### src/rtl/pgr_uart_cmd_sched_32bit.sv
// Purpose: turn framed UART RX bytes (header, address, optional write data) into one APB command.
// Latency: cmd_en rises the cycle after the final frame byte; busy drops the cycle after cmd_done.
// Backpressure: none on rx; bytes arriving while a command is outstanding are dropped and flagged.
module pgr_uart_cmd_sched_32bit #(
  parameter logic [7:0]  AW         = 8'd24,
  parameter logic [7:0]  DW         = 8'd32,
  parameter logic [7:0]  SW         = 8'd4,
  parameter logic [15:0] RX_TIMEOUT = 16'd50000
) (
  input  logic          clk,
  input  logic          rst_n,
  input  logic [7:0]    rx_data,
  input  logic          rx_vld,
  output logic [SW-1:0] strb,
  output logic [AW-1:0] addr,
  output logic [DW-1:0] wdata,
  output logic          we,
  output logic          cmd_en,
  input  logic          cmd_done,
  output logic          busy,
  output logic          frame_err,
  output logic [7:0]    err_cnt
);

  localparam int AB = int'(AW) / 8;
  localparam int DB = int'(DW) / 8;
  localparam logic [2:0]  A_LAST = 3'(AB - 1);
  localparam logic [2:0]  D_LAST = 3'(DB - 1);
  localparam logic [15:0] TO_LAST = RX_TIMEOUT - 16'd1;

  typedef enum logic [2:0] {IDLE, ADDR, DATA, ISSUE, WAIT} state_t;

  state_t          state_q, state_d;
  logic            we_q, we_d;
  logic [SW-1:0]   strb_q, strb_d;
  logic [AW-1:0]   addr_q, addr_d;
  logic [DW-1:0]   wdata_q, wdata_d;
  logic [2:0]      byte_cnt_q, byte_cnt_d;
  logic [15:0]     idle_cnt_q, idle_cnt_d;
  logic            cmd_en_q, cmd_en_d;
  logic            busy_q, busy_d;
  logic            frame_err_q, frame_err_d;
  logic [7:0]      err_cnt_q, err_cnt_d;
  logic            in_frame;
  logic            timeout;

  // Frame parser: next state, field capture, error detection and registered output values.
  always_comb begin
    state_d     = state_q;
    we_d        = we_q;
    strb_d      = strb_q;
    addr_d      = addr_q;
    wdata_d     = wdata_q;
    byte_cnt_d  = byte_cnt_q;
    frame_err_d = 1'b0;
    in_frame    = (state_q == ADDR) || (state_q == DATA);
    timeout     = in_frame && !rx_vld && (idle_cnt_q == TO_LAST);
    // Inter-byte gap counter only runs while a frame is open; any byte restarts it.
    idle_cnt_d  = (rx_vld || !in_frame) ? 16'd0 : idle_cnt_q + 16'd1;

    unique case (state_q)
      IDLE: begin
        if (rx_vld) begin
          if (rx_data[6:4] == 3'b010) begin
            we_d       = rx_data[7];
            strb_d     = rx_data[SW-1:0];
            wdata_d    = '0;
            byte_cnt_d = '0;
            state_d    = ADDR;
          end else begin
            frame_err_d = 1'b1;
          end
        end
      end
      ADDR: begin
        if (rx_vld) begin
          for (int i = 0; i < AB; i++)
            if (byte_cnt_q == 3'(i)) addr_d[8*i +: 8] = rx_data;
          if (byte_cnt_q == A_LAST) begin
            byte_cnt_d = '0;
            state_d    = we_q ? DATA : ISSUE;
          end else begin
            byte_cnt_d = byte_cnt_q + 3'd1;
          end
        end else if (timeout) begin
          frame_err_d = 1'b1;
          state_d     = IDLE;
        end
      end
      DATA: begin
        if (rx_vld) begin
          for (int i = 0; i < DB; i++)
            if (byte_cnt_q == 3'(i)) wdata_d[8*i +: 8] = rx_data;
          if (byte_cnt_q == D_LAST) begin
            byte_cnt_d = '0;
            state_d    = ISSUE;
          end else begin
            byte_cnt_d = byte_cnt_q + 3'd1;
          end
        end else if (timeout) begin
          frame_err_d = 1'b1;
          state_d     = IDLE;
        end
      end
      ISSUE: begin
        state_d = WAIT;
        if (rx_vld) frame_err_d = 1'b1;
      end
      WAIT: begin
        if (cmd_done) state_d = IDLE;
        if (rx_vld) frame_err_d = 1'b1;
      end
      default: state_d = IDLE;
    endcase

    cmd_en_d  = (state_d == ISSUE);
    busy_d    = (state_d != IDLE);
    err_cnt_d = (frame_err_d && (err_cnt_q != 8'hFF)) ? err_cnt_q + 8'd1 : err_cnt_q;
  end

  // State and output registers; reset clears everything, including any pending command.
  always_ff @(posedge clk or negedge rst_n) begin
    if (!rst_n) begin
      state_q     <= IDLE;
      we_q        <= 1'b0;
      strb_q      <= '0;
      addr_q      <= '0;
      wdata_q     <= '0;
      byte_cnt_q  <= '0;
      idle_cnt_q  <= '0;
      cmd_en_q    <= 1'b0;
      busy_q      <= 1'b0;
      frame_err_q <= 1'b0;
      err_cnt_q   <= '0;
    end else begin
      state_q     <= state_d;
      we_q        <= we_d;
      strb_q      <= strb_d;
      addr_q      <= addr_d;
      wdata_q     <= wdata_d;
      byte_cnt_q  <= byte_cnt_d;
      idle_cnt_q  <= idle_cnt_d;
      cmd_en_q    <= cmd_en_d;
      busy_q      <= busy_d;
      frame_err_q <= frame_err_d;
      err_cnt_q   <= err_cnt_d;
    end
  end

  assign strb      = strb_q;
  assign addr      = addr_q;
  assign wdata     = wdata_q;
  assign we        = we_q;
  assign cmd_en    = cmd_en_q;
  assign busy      = busy_q;
  assign frame_err = frame_err_q;
  assign err_cnt   = err_cnt_q;

endmodule

### config.mk
export PLATFORM = sky130hd
export DESIGN_NAME = pgr_uart_cmd_sched_32bit
export DESIGN_NICKNAME = d
export VERILOG_FILES = /design/src/rtl/pgr_uart_cmd_sched_32bit.sv
export SDC_FILE = /design/constraint.sdc
export NUM_CORES = 1
export LEC_CHECK = 0
export ABC_AREA = 1
export BUFFER_PORTS_ARGS = -buffer_cell sky130_fd_sc_hd__buf_2
export CAP_MARGIN = 15
export CORE_ASPECT_RATIO = 0.75
export CORE_MARGIN = 3
export CORE_UTILIZATION = 40
export DETAILED_ROUTE_END_ITERATION = 10
export PLACE_DENSITY_LB_ADDON = 0.15
export SYNTH_ARGS = -nofsm -noshare
export SYNTH_HDL_FRONTEND = slang
export SYNTH_SLANG_ARGS = --single-unit
### constraint.sdc
create_clock -name clk -period 4.7 [get_ports clk]
set_input_delay 0.235 -clock clk [delete_from_list [all_inputs] [get_ports clk]]
set_output_delay 0.235 -clock clk [all_outputs]
set_load 0.03 [all_outputs]
==> results of run 1 <==
state kept, by name, indices dropped and copies added, names as in the netlist, 3 cells and up:
register	flops
strb	4
addr	24
byte_cnt_q	3
state_q	3
err_cnt	8
wdata	32
idle_cnt_q	16
power by group:
group | internal, uW | switching (uW) | leakage, uW
clock | 468 | 319 | 0.000152
sequential | 931 | 83.5 | 0.00128
combinational | 170 | 456 | 0.00114
total | 1570 | 858 | 0.00257
stage by stage:
step,hold WS [ns],cells,area [um^2],power (uW)
finish,0.133,703,5060,2430
detailed placement,0.131,686,4730,1660
global placement,0.128,686,4730,1650
floorplan,-0.0606,480,4220,1450
global route,0.131,703,5060,2560
CTS,0.124,703,5060,2460
area by class of cell:
class	count	area, um^2	share of cell area
clock buffers	9	225	0.0445
inverters	49	184	0.0364
repair buffers	85	435	0.0861
well taps	132	165	0.0326
flip-flops and latches	94	2350	0.465
clock inverters	7	97.6	0.0193
multi-input cells	327	1600	0.316
cell usage in the layout, fill, tap and decap left out, drive strengths merged:
cell | netlist | final
dlygate4sd3 | 0 | 1
ha | 8 | 8
a21oi | 6 | 6
clkbuf | 3 | 9
a31oi | 1 | 1
nor2 | 45 | 45
inv | 49 | 50
nand3 | 29 | 29
xnor2 | 3 | 3
clkinvlp | 0 | 2
nand4 | 4 | 4
o31ai | 1 | 1
clkinv | 0 | 2
o21ai | 74 | 74
nand3b | 1 | 1
buf | 7 | 84
xor2 | 6 | 6
nand2 | 141 | 141
dfrtp | 94 | 94
nor3 | 8 | 8
bufinv | 0 | 2
cells by family after synthesis:
group           synth area share
xor+xnor                  0.0187
buf+inv                   0.0626
compound gates             0.109
flops                      0.558
fa+ha+maj                 0.0237
simple gates               0.228
per-layer routing:
layer / part of all wire / routed length (um) / GRT usage / vias up
met1: 0.49 / 4970 / 0.254 / 1633
li1: - / - / - / 1704
met2: 0.43 / 4420 / 0.263 / 100
met5: 0 / 0 / 0 / -
met3: 0.074 / 760 / 0.0644 / 7
met4: 0.0087 / 89 / 0.0447 / 0
how the worst min path moves through the flow:
stage              from    endpoint  slack (ns)  cells past startpoint
3_3_place_gp      rst_n      cmd_en        0.13                      1
6_report       cmd_done  state_q[2]        0.13                      2
3_5_place_dp      rst_n      cmd_en        0.13                      1
5_1_grt        cmd_done  state_q[2]        0.13                      2
4_1_cts        cmd_done  state_q[2]        0.12                      2
2_1_floorplan     rst_n     addr[0]       -0.06                      0
==> results.json, run 1 <==
{
  "outcome": "completed",
  "cp_top_family": "simple AND/OR/NAND/NOR gates",
  "cts_resized": 0,
  "fillers": 941,
  "yosysSeqAreaShare": 0.558,
  "synth-main-ff-cell": "dfrtp_1",
  "ys_ff_latch": 94,
  "max_stage_delay_ns": 0.41,
  "finalCritPeriodShare": 0.378,
  "synth.distinct_cells": 26,
  "postCtsSetupRepairBufs": 0,
  "cpMaxStageDelayCell": "dfrtp_1",
  "ir_drop_mv": 0.381,
  "hold_class": "in2reg",
  "fin_worst_skew_ns": 0.00429,
  "grt_max_degree": 76,
  "dp_hpwl_um": 7430,
  "ioPinCount": 84,
  "critPathKind": "reg2reg",
  "cts_buffers": 9,
  "synth_area_leader_cell": "dfrtp_1",
  "path_buf_inv": 2,
  "vias": 3444,
  "tritoncts": "done",
  "arrival_ns": 2.06,
  "setup_viol": 0,
  "gp_congestion": 0.905,
  "die_h_um": 94.9,
  "relSlewSlack": 0.360,
  "avgRoutedWirePerCell_um": 14.6,
  "syn_to_final_growth_pct": 20.0,
  "netlist_top_cells_count": "nand2_1 (136), dfrtp_1 (94), o21ai_0 (55), inv_1 (46), nor2_1 (42)",
  "yosysMostFrequentCell": "nand2_1",
  "die-area_mm2": 0.0118,
  "syn_nets": 500,
  "cts_root_buffer": "clkbuf_16",
  "num_antenna_cells": 0,
  "max_freq_ghz": 0.563,
  "slew_viol_final": 0,
  "syn_inst": 480,
  "post_synth.cell_area_avg_um2": 8.78,
  "synth_edf_count": 0,
  "grt_pass1_vias": 3230,
  "cts-hold-fix-buffers": 1,
  "track_usage": 0.179,
  "path_cells": "inv_1 -> ha_1 -> inv_1 -> nor2_1 -> nand2_1 -> nand2_1 -> nor2_1 -> nand2_1",
  "fin_util": 0.507,
  "cts_buffer_depth": 2,
  "h-tree-depth": 3,
  "grt_first_pass_wirelength_um": 16600,
  "nNetsFinal": 586,
  "core_mm2": 0.00997,
  "initial_core_util": 0.423,
  "drc": 0,
  "cap_violations": 0,
  "reg2reg_to": "busy",
  "cts.sinks": 94,
  "first_pass_iters": 5,
  "rsz0062_at_grt": "no",
  "vias_per_cell": 4.90,
  "rrSetupSlack_ns": 2.92,
  "antenna_found_initial": 0,
  "cp-start-kind": "flip-flop",
  "worst-path-stages": 8,
  "p_per_area_mw_per_mm2": 480,
  "startpoint": "byte_cnt_q[0]",
  "synth_area_mm2": 0.00422,
  "rows": 31,
  "synth_top_area_frac": 0.558,
  "worst_slew_pin_slew_ns": 0.960,
  "cp.required_ns": 4.99,
  "place_ws_ns": 2.94,
  "ant_nets": 0,
  "cp-end-kind": "flip-flop",
  "clock_latency_ns": 0.35,
  "path_max_fanout": 17,
  "yosysWarnings": 0,
  "die_w_um": 125,
  "clk_pin_slew_ns": 0.07,
  "drive_gt1_frac": 0.205,
  "fin_crit_ns": 1.78,
  "setup_tns_ns": 0,
  "leakage_uw": 0.00257,
  "drtIter0Drc": 260,
  "reg2reg_from": "byte_cnt_q[0]",
  "totalWireLength_um": 10200,
  "io_buffers": 83,
  "setup_ws_ns": 2.92,
  "overflow": 0,
  "ys_async_sr_fraction": 1.00,
  "cpMostUsedCell": "nand2_1",
  "synth_area_leaders": "dfrtp_1 (56%), nand2_1 (12%), o21ai_0 (6.5%), inv_1 (4.1%), nor2_1 (3.7%)",
  "hold_viol_final": 0,
  "ff2ff_path_depth": 8,
  "cp-endpoint": "busy"
}
No activity file was read; power rests on OpenSTA's default activity.
==> run 2: changes to the inputs <==
==> constraint.sdc (replaced) <==
create_clock -name clk -period 1.56 [get_ports clk]
set_input_delay 0.078 -clock clk [delete_from_list [all_inputs] [get_ports clk]]
set_output_delay 0.078 -clock clk [all_outputs]
set_load 0.03 [all_outputs]
==> results.json, run 2 (synthesis results as in run 1) <==
{
  "outcome": "completed",
  "fin_crit_ns": 1.49,
  "clk_pin_slew_ns": 0.07,
  "cts_root_buffer": "clkbuf_16",
  "layout_commonest_cell": "nand2_1",
  "hold_viol_final": 0,
  "finalCritPeriodShare": 0.954,
  "path_max_fanout": 3,
  "final_cell_mix": "nand2_1 (134), dfrtp_1 (88), buf_2 (82), o21ai_0 (49), inv_1 (43)",
  "drc": 0,
  "avgRoutedWirePerCell_um": 15.1,
  "die_w_um": 125,
  "place_area_mm2": 0.00498,
  "cts.sinks": 94,
  "setup_viol": 0,
  "track_usage": 0.190,
  "place_inst": 710,
  "ant_nets": 0,
  "vias": 3592,
  "h-tree-depth": 3,
  "p_per_area_mw_per_mm2": 1330,
  "die-area_mm2": 0.0118,
  "relSlewSlack": 0.714,
  "min_from": "rx_data[5]",
  "drive_gt1_frac": 0.291,
  "place_ws_ns": -0.0480,
  "rsz0062_at_grt": "yes",
  "max_freq_ghz": 0.672,
  "antenna_found_initial": 0,
  "clock_latency_ns": 0.34,
  "reg2reg_from": "byte_cnt_q[0]",
  "nNetsFinal": 616,
  "hold_class": "in2reg",
  "cp-start-kind": "flip-flop",
  "totalWireLength_um": 11000,
  "grt_max_degree": 36,
  "min_to": "addr[21]",
  "grt_pass1_vias": 3420,
  "dp_hpwl_um": 8050,
  "cts_buffers": 9,
  "rrSetupSlack_ns": 0.07,
  "num_antenna_cells": 0,
  "leakage_uw": 0.00274,
  "drtIter0Drc": 227,
  "io_buffers": 83,
  "syn_to_final_growth_pct": 29.7,
  "instances_no_fill": 733,
  "final_area_mm2": 0.00547,
  "tritoncts": "done",
  "first_pass_iters": 5,
  "fillers": 915,
  "fin_worst_skew_ns": 0.00647,
  "cp.required_ns": 1.84,
  "arrival_ns": 1.77,
  "gp_congestion": 0.925,
  "worst_slew_pin_slew_ns": 0.429,
  "cap_violations": 0,
  "ff2ff_path_depth": 10,
  "die_h_um": 94.9,
  "ir_drop_mv": 1.06,
  "slew_viol_final": 0,
  "rows": 31,
  "setup_ws_ns": 0.0715,
  "overflow": 0,
  "ioPinCount": 84,
  "hold_depth": 3,
  "cts_buffer_depth": 2,
  "reg2reg_to": "cmd_en",
  "grt_first_pass_wirelength_um": 17600,
  "cp-end-kind": "flip-flop",
  "initial_core_util": 0.423,
  "vias_per_cell": 4.90,
  "largest_reg_flops": 32,
  "critPathKind": "reg2reg",
  "core_mm2": 0.00997
}
-- run 2: cell types whose count changed in the layout (fill, tap and decap cells not counted), sizes merged --
| cell | change |
|---|---|
| clkbuf | +3 |
| clkinvlp | -1 |
| dlygate4sd3 | +1 |
| o21ai | +1 |
| buf | +28 |
| bufinv | -2 |
-- run 2: stage by stage --
step	utilization	TNS, ns	total power (uW)	hold WS [ns]
finish	0.549	0	7280	0.0845
global route	0.549	-0.0766	7660	0.0918
CTS	0.535	-0.00244	7280	0.0731
detailed placement	0.500	-0.492	5100	0.0483
global placement	0.500	0	5060	0.0508
floorplan	-	0	4370	-0.218
-- run 2: critical path, cell delays in order (launching register included) --
cell,delay (ns)
dfrtp_1,0.41
inv_2,0.09
ha_2,0.20
inv_1,0.07
nor2_4,0.12
nand2_1,0.08
nor2_2,0.12
nor2_2,0.05
buf_4,0.12
buf_4,0.11
inv_1,0.05
-- run 2: how the worst max path moves through the flow --
stage | startpoint | to
finish | byte_cnt_q[0] | cmd_en
global route | byte_cnt_q[0] | busy
CTS | state_q[2] | wdata[6]
detailed placement | state_q[2] | wdata[6]
global placement | state_q[2] | wdata[16]
floorplan | byte_cnt_q[0] | addr[18]
-- run 2: power breakdown --
part,switching (uW),internal [uW]
registers,269,2810
clock network,945,1170
logic,1440,638
-- run 2: final cells by class --
| cell class | count | area (um^2) | share of cell area |
|---|---|---|---|
| Sequential cell | 94 | 2360 | 0.432 |
| Multi-Input combinational cell | 328 | 1730 | 0.316 |
| Timing Repair Buffer | 114 | 743 | 0.136 |
| Clock buffer | 12 | 256 | 0.0469 |
| Inverter | 49 | 186 | 0.0341 |
| Tap cell | 132 | 165 | 0.0302 |
| Clock inverter | 4 | 30.0 | 0.00549 |
-- run 2: routing by layer --
layer | global-route usage | vias to the layer above | wire (um)
li1 | - | 1769 | -
met1 | 0.275 | 1724 | 5360
met3 | 0.0554 | 13 | 600
met5 | 0 | - | 0
met2 | 0.276 | 86 | 4920
met4 | 0.0630 | 0 | 170
-- run 2: what timing repair did --
item / in CTS / in global routing
resized for setup: 4 / 41
hold buffers: 2 / 0
endpoints found under the setup margin: 26 / 70
cloned: 0 / 1
hold endpoints to repair: 27 / 0
buffers inserted: 2 / 3
pin swaps: 2 / 9
